### config.mk
export PLATFORM = sky130hd
export DESIGN_NAME = olivia_sequencer
export DESIGN_NICKNAME = d
export VERILOG_FILES = /design/src/rtl/olivia_sequencer.sv
export SDC_FILE = /design/constraint.sdc
export NUM_CORES = 1
export LEC_CHECK = 0
export ABC_AREA = 1
export CORE_AREA = 2 2 96 98
export DETAILED_ROUTE_END_ITERATION = 10
export DIE_AREA = 0 0 98 100
export GPL_TIMING_DRIVEN = 0
export PLACE_DENSITY = 0.72
export SETUP_SLACK_MARGIN = 0.4
export SLEW_MARGIN = 20
export SYNTH_ARGS = -nofsm -noshare
export SYNTH_HDL_FRONTEND = slang
export SYNTH_SLANG_ARGS = --single-unit
### constraint.sdc
create_clock -name clk -period 1.5 [get_ports clk]
set_input_delay 0.3 -clock clk [delete_from_list [all_inputs] [get_ports clk]]
set_output_delay 0.3 -clock clk [all_outputs]
set_load 0.05 [all_outputs]
### src/rtl/olivia_sequencer.sv
// Multi-cycle control sequencer for a small LEGv8 subset (R-type, LDUR, STUR, CBZ, B).
// Outputs decode from the registered state and latched class; only DECODE looks at opcode.
module olivia_sequencer #(
    parameter int MEM_TIMEOUT = 255,
    parameter int CNT_W       = 32
) (
    input  logic             clk,
    input  logic             rst,
    input  logic             run,
    input  logic [10:0]      opcode,
    input  logic             zero_flag,
    input  logic             mem_ready,
    output logic             mem_req,
    output logic             mem_we,
    output logic             mem_addr_sel,
    output logic             ir_write,
    output logic             pc_write,
    output logic [1:0]       pc_src,
    output logic             reg2loc,
    output logic             alu_src,
    output logic [1:0]       alu_op,
    output logic             mem2reg,
    output logic             reg_write,
    output logic             halted,
    output logic [1:0]       err_code,
    output logic [CNT_W-1:0] retired,
    output logic [2:0]       fsm_state
);

    typedef enum logic [2:0] {
        S_IDLE, S_FETCH, S_DECODE, S_EXEC, S_MEM, S_WB, S_HALT
    } state_t;

    typedef enum logic [2:0] {
        C_NONE, C_RTYPE, C_LDUR, C_STUR, C_CBZ, C_B
    } cls_t;

    localparam logic [15:0] WAIT_LAST = 16'(MEM_TIMEOUT - 1);

    state_t      state;
    cls_t        cls;
    cls_t        dec_cls;
    logic [15:0] wait_cnt;
    logic [1:0]  err_q;
    logic        retire;

    assign fsm_state = state;
    assign err_code  = err_q;
    assign halted    = (state == S_HALT);

    always_comb begin
        dec_cls = C_NONE;
        casez (opcode)
            11'b10001011000,
            11'b11001011000,
            11'b10001010000,
            11'b10101010000: dec_cls = C_RTYPE;
            11'b11111000010: dec_cls = C_LDUR;
            11'b11111000000: dec_cls = C_STUR;
            11'b10110100???: dec_cls = C_CBZ;
            11'b000101?????: dec_cls = C_B;
            default:         dec_cls = C_NONE;
        endcase
    end

    always_comb begin
        retire = 1'b0;
        case (state)
            S_DECODE: retire = (dec_cls == C_B);
            S_EXEC:   retire = (cls == C_CBZ);
            S_MEM:    retire = (cls == C_STUR) && mem_ready;
            S_WB:     retire = 1'b1;
            default:  retire = 1'b0;
        endcase
    end

    // Memory handshake: mem_req is held while in FETCH/MEM; a transfer completes in the
    // cycle mem_req=1 and mem_ready=1, and mem_ready is ignored whenever mem_req=0.
    always_ff @(posedge clk or negedge rst) begin
        if (!rst) begin
            state    <= S_IDLE;
            cls      <= C_NONE;
            wait_cnt <= '0;
            err_q    <= 2'd0;
            retired  <= '0;
        end else begin
            if (retire) begin
                retired  <= retired + 1'b1;
                state    <= run ? S_FETCH : S_IDLE;
                wait_cnt <= '0;
            end
            case (state)
                S_IDLE: begin
                    if (run) begin
                        state    <= S_FETCH;
                        wait_cnt <= '0;
                    end
                end
                S_FETCH: begin
                    if (mem_ready) begin
                        state <= S_DECODE;
                    end else if (wait_cnt == WAIT_LAST) begin
                        state <= S_HALT;
                        err_q <= 2'd2;
                    end else begin
                        wait_cnt <= wait_cnt + 16'd1;
                    end
                end
                S_DECODE: begin
                    cls <= dec_cls;
                    if (dec_cls == C_NONE) begin
                        state <= S_HALT;
                        err_q <= 2'd1;
                    end else if (dec_cls != C_B) begin
                        state <= S_EXEC;
                    end
                end
                S_EXEC: begin
                    case (cls)
                        C_RTYPE: state <= S_WB;
                        C_LDUR, C_STUR: begin
                            state    <= S_MEM;
                            wait_cnt <= '0;
                        end
                        default: ;
                    endcase
                end
                S_MEM: begin
                    if (mem_ready) begin
                        if (cls == C_LDUR) state <= S_WB;
                    end else if (wait_cnt == WAIT_LAST) begin
                        state <= S_HALT;
                        err_q <= 2'd2;
                    end else begin
                        wait_cnt <= wait_cnt + 16'd1;
                    end
                end
                S_WB:    ;
                S_HALT:  state <= S_HALT;
                default: state <= S_IDLE;
            endcase
        end
    end

    always_comb begin
        mem_req      = 1'b0;
        mem_we       = 1'b0;
        mem_addr_sel = 1'b0;
        ir_write     = 1'b0;
        pc_write     = 1'b0;
        pc_src       = 2'd0;
        reg2loc      = 1'b0;
        alu_src      = 1'b0;
        alu_op       = 2'b00;
        mem2reg      = 1'b0;
        reg_write    = 1'b0;
        case (state)
            S_FETCH: begin
                mem_req  = 1'b1;
                ir_write = mem_ready;
                pc_write = mem_ready;
            end
            S_DECODE: begin
                if (dec_cls == C_B) begin
                    pc_write = 1'b1;
                    pc_src   = 2'd2;
                end
            end
            S_EXEC: begin
                case (cls)
                    C_RTYPE: alu_op = 2'b10;
                    C_LDUR, C_STUR: begin
                        alu_src = 1'b1;
                        reg2loc = 1'b1;
                    end
                    C_CBZ: begin
                        alu_op   = 2'b01;
                        reg2loc  = 1'b1;
                        pc_write = zero_flag;
                        pc_src   = 2'd1;
                    end
                    default: ;
                endcase
            end
            S_MEM: begin
                mem_req      = 1'b1;
                mem_addr_sel = 1'b1;
                mem_we       = (cls == C_STUR);
                alu_src      = 1'b1;
                reg2loc      = 1'b1;
            end
            S_WB: begin
                // ALU controls stay as in EXEC so the writeback source remains stable
                reg_write = 1'b1;
                mem2reg   = (cls == C_LDUR);
                if (cls == C_RTYPE) begin
                    alu_op = 2'b10;
                end else begin
                    alu_src = 1'b1;
                    reg2loc = 1'b1;
                end
            end
            default: ;
        endcase
    end

endmodule

==> load_flow_metrics.sql, run 1 <==
INSERT INTO impl_metrics (metric_group, metric, value, unit) VALUES
('run_status', 'status', 'finished with violations', ''),
('sta', 'final-max-slew-violation-count', '0', ''),
('power_and_ir_drop', 'power.combinational.fraction', '0.661', ''),
('worst_setup_path', 'reg2reg_from', 'fsm_state[0]', ''),
('worst_setup_path', 'worstPathCellList', 'buf_4 > nand2_2 > nor2_4 > o21bai_4 > inv_2 > nand2_4 > buf_12 > buf_12 > nand2_8 > nor2_4 > nand2_2 > xnor2_1', ''),
('worst_setup_path', 'crit_path_max_incr_delay', '530', 'ps'),
('floorplanning', 'core_area', '0.00889', 'mm2'),
('floorplanning', 'die_height', '100', 'um'),
('cells_and_area', 'final_core_utilization', '0.735', ''),
('worst_setup_path', 'worstSetupEndpointType', 'register', ''),
('clock_network', 'clock_path_buffers', '2', ''),
('floorplanning', 'rows', '35', ''),
('placed_design', 'hpwlAfterDp', '7.84', 'mm'),
('clock_network', 'cts-root-buf', 'clkbuf_8', ''),
('worst_setup_path', 'r2r_setup_slack', '-560', 'ps'),
('worst_setup_path', 'cp_data_required_time', '1740', 'ps'),
('sta', 'post-route-period-util', '1.37', ''),
('power_and_ir_drop', 'ratio_of_total_power_to_cell_area', '1600', 'mW/mm2'),
('sta', 'max_slew_margin', '0.704', ''),
('clock_network', 'htreeDepth', '2', ''),
('global_routing', 'globalRouteTotalUtil', '0.261', ''),
('clock_network', 'tritoncts', 'done', ''),
('synthesis', 'synth_top_area_cells', 'dfrtp_1 36%, nand2_1 14%, inv_1 7.3%', ''),
('cells_and_area', 'final-instance-count-excl-fill', '827', ''),
('floorplanning', 'floorplan.io_pins', '67', ''),
('synthesis', 'postSynth.asyncResetShare', '1.00', ''),
('global_routing', 'grt_start_max_net_pins', '31', ''),
('power_and_ir_drop', 'clockPowerShare', '0.104', ''),
('synthesis', 'synth_cell_type_count', '36', ''),
('routing', 'avgViaCountPerCell', '5.55', ''),
('sta', 'setup_viol_count_final', '69', ''),
('sta', 'post-route-min-period', '2060', 'ps'),
('synthesis', 'yosys_register_bits', '56', ''),
('power_and_ir_drop', 'power_switching_share', '0.488', ''),
('placed_design', 'io_buffer_count', '66', ''),
('floorplanning', 'design.die.area', '0.00980', 'mm2'),
('power_and_ir_drop', 'leakage', '3.07', 'nW'),
('global_routing', 'initial_antenna_violation_count', '0', ''),
('routing', 'ant_nets', '0', ''),
('worst_setup_path', 'capture_instance_of_the_worst_register_to_register_path', 'retired[20]', ''),
('power_and_ir_drop', 'vdd_ir_drop_max', '1.08', 'mV'),
('routing', 'avgRoutedWirePerCell', '17.4', 'um'),
('power_and_ir_drop', 'total_power_draw', '10.5', 'mW'),
('routing', 'firstDrtPassIters', '5', ''),
('synthesis', 'mappedNetlistNets', '573', ''),
('synthesis', 'ys_top_cells_by_count', '149 x nand2_1, 75 x inv_1, 56 x dfrtp_1, 53 x nor2_1, 47 x nand3_1', ''),
('worst_setup_path', 'critical_path_class', 'reg2reg', ''),
('routing', 'drt_wl_total', '14.4', 'mm'),
('clock_network', 'cts_made_buffers', '5', ''),
('sta', 'clock-skew-final', '10.2', 'ps'),
('synthesis', 'mappedNetlistArea', '0.00387', 'mm2'),
('floorplanning', 'starting_density', '0.435', ''),
('worst_setup_path', 'cp.arrival', '2300', 'ps'),
('worst_setup_path', 'reg2reg_depth', '12', ''),
('placed_design', 'place_worst_setup_slack', '-1380', 'ps'),
('sta', 'hold_worst_slack', '413', 'ps'),
('hold_path', 'worst_hold_path_type', 'in2async', ''),
('global_routing', 'first_global_vias', '4279', ''),
('worst_setup_path', 'worstSetupStartpointType', 'register', ''),
('clock_network', 'numClockSinks', '56', ''),
('sta', 'report.final.hold_viol_count', '0', ''),
('sta', 'setup_ws', '-558', 'ps'),
('synthesis', 'dominantRegCellSynth', 'dfrtp_1', ''),
('power_and_ir_drop', 'power_frac_seq', '0.235', ''),
('clock_network', 'clock_latency', '330', 'ps'),
('synthesis', 'synth_area_per_cell', '6.99', 'um2'),
('cells_and_area', 'fillers', '587', ''),
('run_status', 'violations_in_the_final_reports', 'setup timing', ''),
('clock_network', 'clkSlewWorstSetupHoldPaths', '120', 'ps'),
('cells_and_area', 'area.growth.synth_to_final', '68.9', '%'),
('global_routing', 'gr-total-overflow', '0', '');
state kept, by name, indices dropped and copies added (netlist names):
name,flops
err_code,2
retired,32
cls,3
wait_cnt,16
fsm_state,3
through the flow:
stage,instance area (um2),setup TNS [ps]
after floorplan,4030,-21210
after global placement,4830,-141150
after detailed placement,4850,-44200
after CTS,6020,-17360
after global routing,6540,-31380
final,6540,-27240
metal layers:
metal	wire length [um]	vias to the layer above	part of all wire	global-route usage
met2	7040	234	0.49	0.442
met3	927	67	0.065	0.0299
li1	-	2100	-	-
met1	5700	2188	0.40	0.345
met4	684	0	0.048	0.0972
met5	0	-	0	0
power groups by stage:
stage,logic (mW),registers (mW),clock network (mW)
after floorplan,2.36,2.99,0
after CTS,5.84,2.40,1.08
after global placement,4.23,2.36,0
final,6.93,2.47,1.09
after detailed placement,4.30,2.36,0
after global routing,7.25,2.51,1.14
layout by cell type (no fill, tap or decap), types with 23 or more instances in the layout:
master   Yosys  routed
buf_8        0      27
nor2_1      53      32
nor2_4       4      26
nand2_2      3      28
nand3_1     47      35
buf_6        3      56
xor2_1      26      23
dfrtp_1     56      35
nand2_1    149     116
buf_4        2      56
inv_1       75      57
repair_timing:
action,CTS,global route
setup endpoints to repair,107,107
setup buffers,51,29
gates resized for setup,518,77
cloned,6,0
hold buffers,1,0
endpoints found under the hold margin,26,0
pin swaps,43,25
worst max-delay path, delay by kind of cell (launching register included):
family          cells  cell delay (ps)
buf+inv             4              460
flops               1              530
compound gates      1              180
simple gates        6              610
xor+xnor            1              180
logic make-up after synthesis:
family	Yosys count	synth area share
and+or+nand+nor	315	0.370
xor gates and xnor gates	36	0.0834
DFF	56	0.362
buffers and inverters	92	0.0986
adders and majority gates	3	0.00970
AOI/OAI and AO/OA	52	0.0766
final cells by class:
type | count | area, um2 | area share
inverter | 81 | 322 | 0.0492
buffer | 11 | 146 | 0.0224
timing repair buffer | 154 | 1700 | 0.260
sequential | 56 | 1430 | 0.219
multi-input combinational | 406 | 2690 | 0.411
tap | 111 | 139 | 0.0212
clock inverter | 2 | 38.8 | 0.00593
clock buffer | 6 | 72.6 | 0.0111
how the worst max path moves through the flow:
stage | end | slack [ps] | cells past startpoint
final | retired[20] | -560 | 12
after global routing | retired[20] | -640 | 14
after CTS | pc_src[1] | -430 | 7
after detailed placement | pc_src[1] | -1380 | 8
after global placement | fsm_state[0] | -2120 | 1
after floorplan | reg2loc | -420 | 5
Note: power is estimated with default switching activity, not from simulation.
==> run 2: changes to the inputs <==
CTS_CLUSTER_SIZE = 20   (was unset)
==> results of run 2 <==
Same layout as run 1: the final DEF is identical, and so are final timing and power.
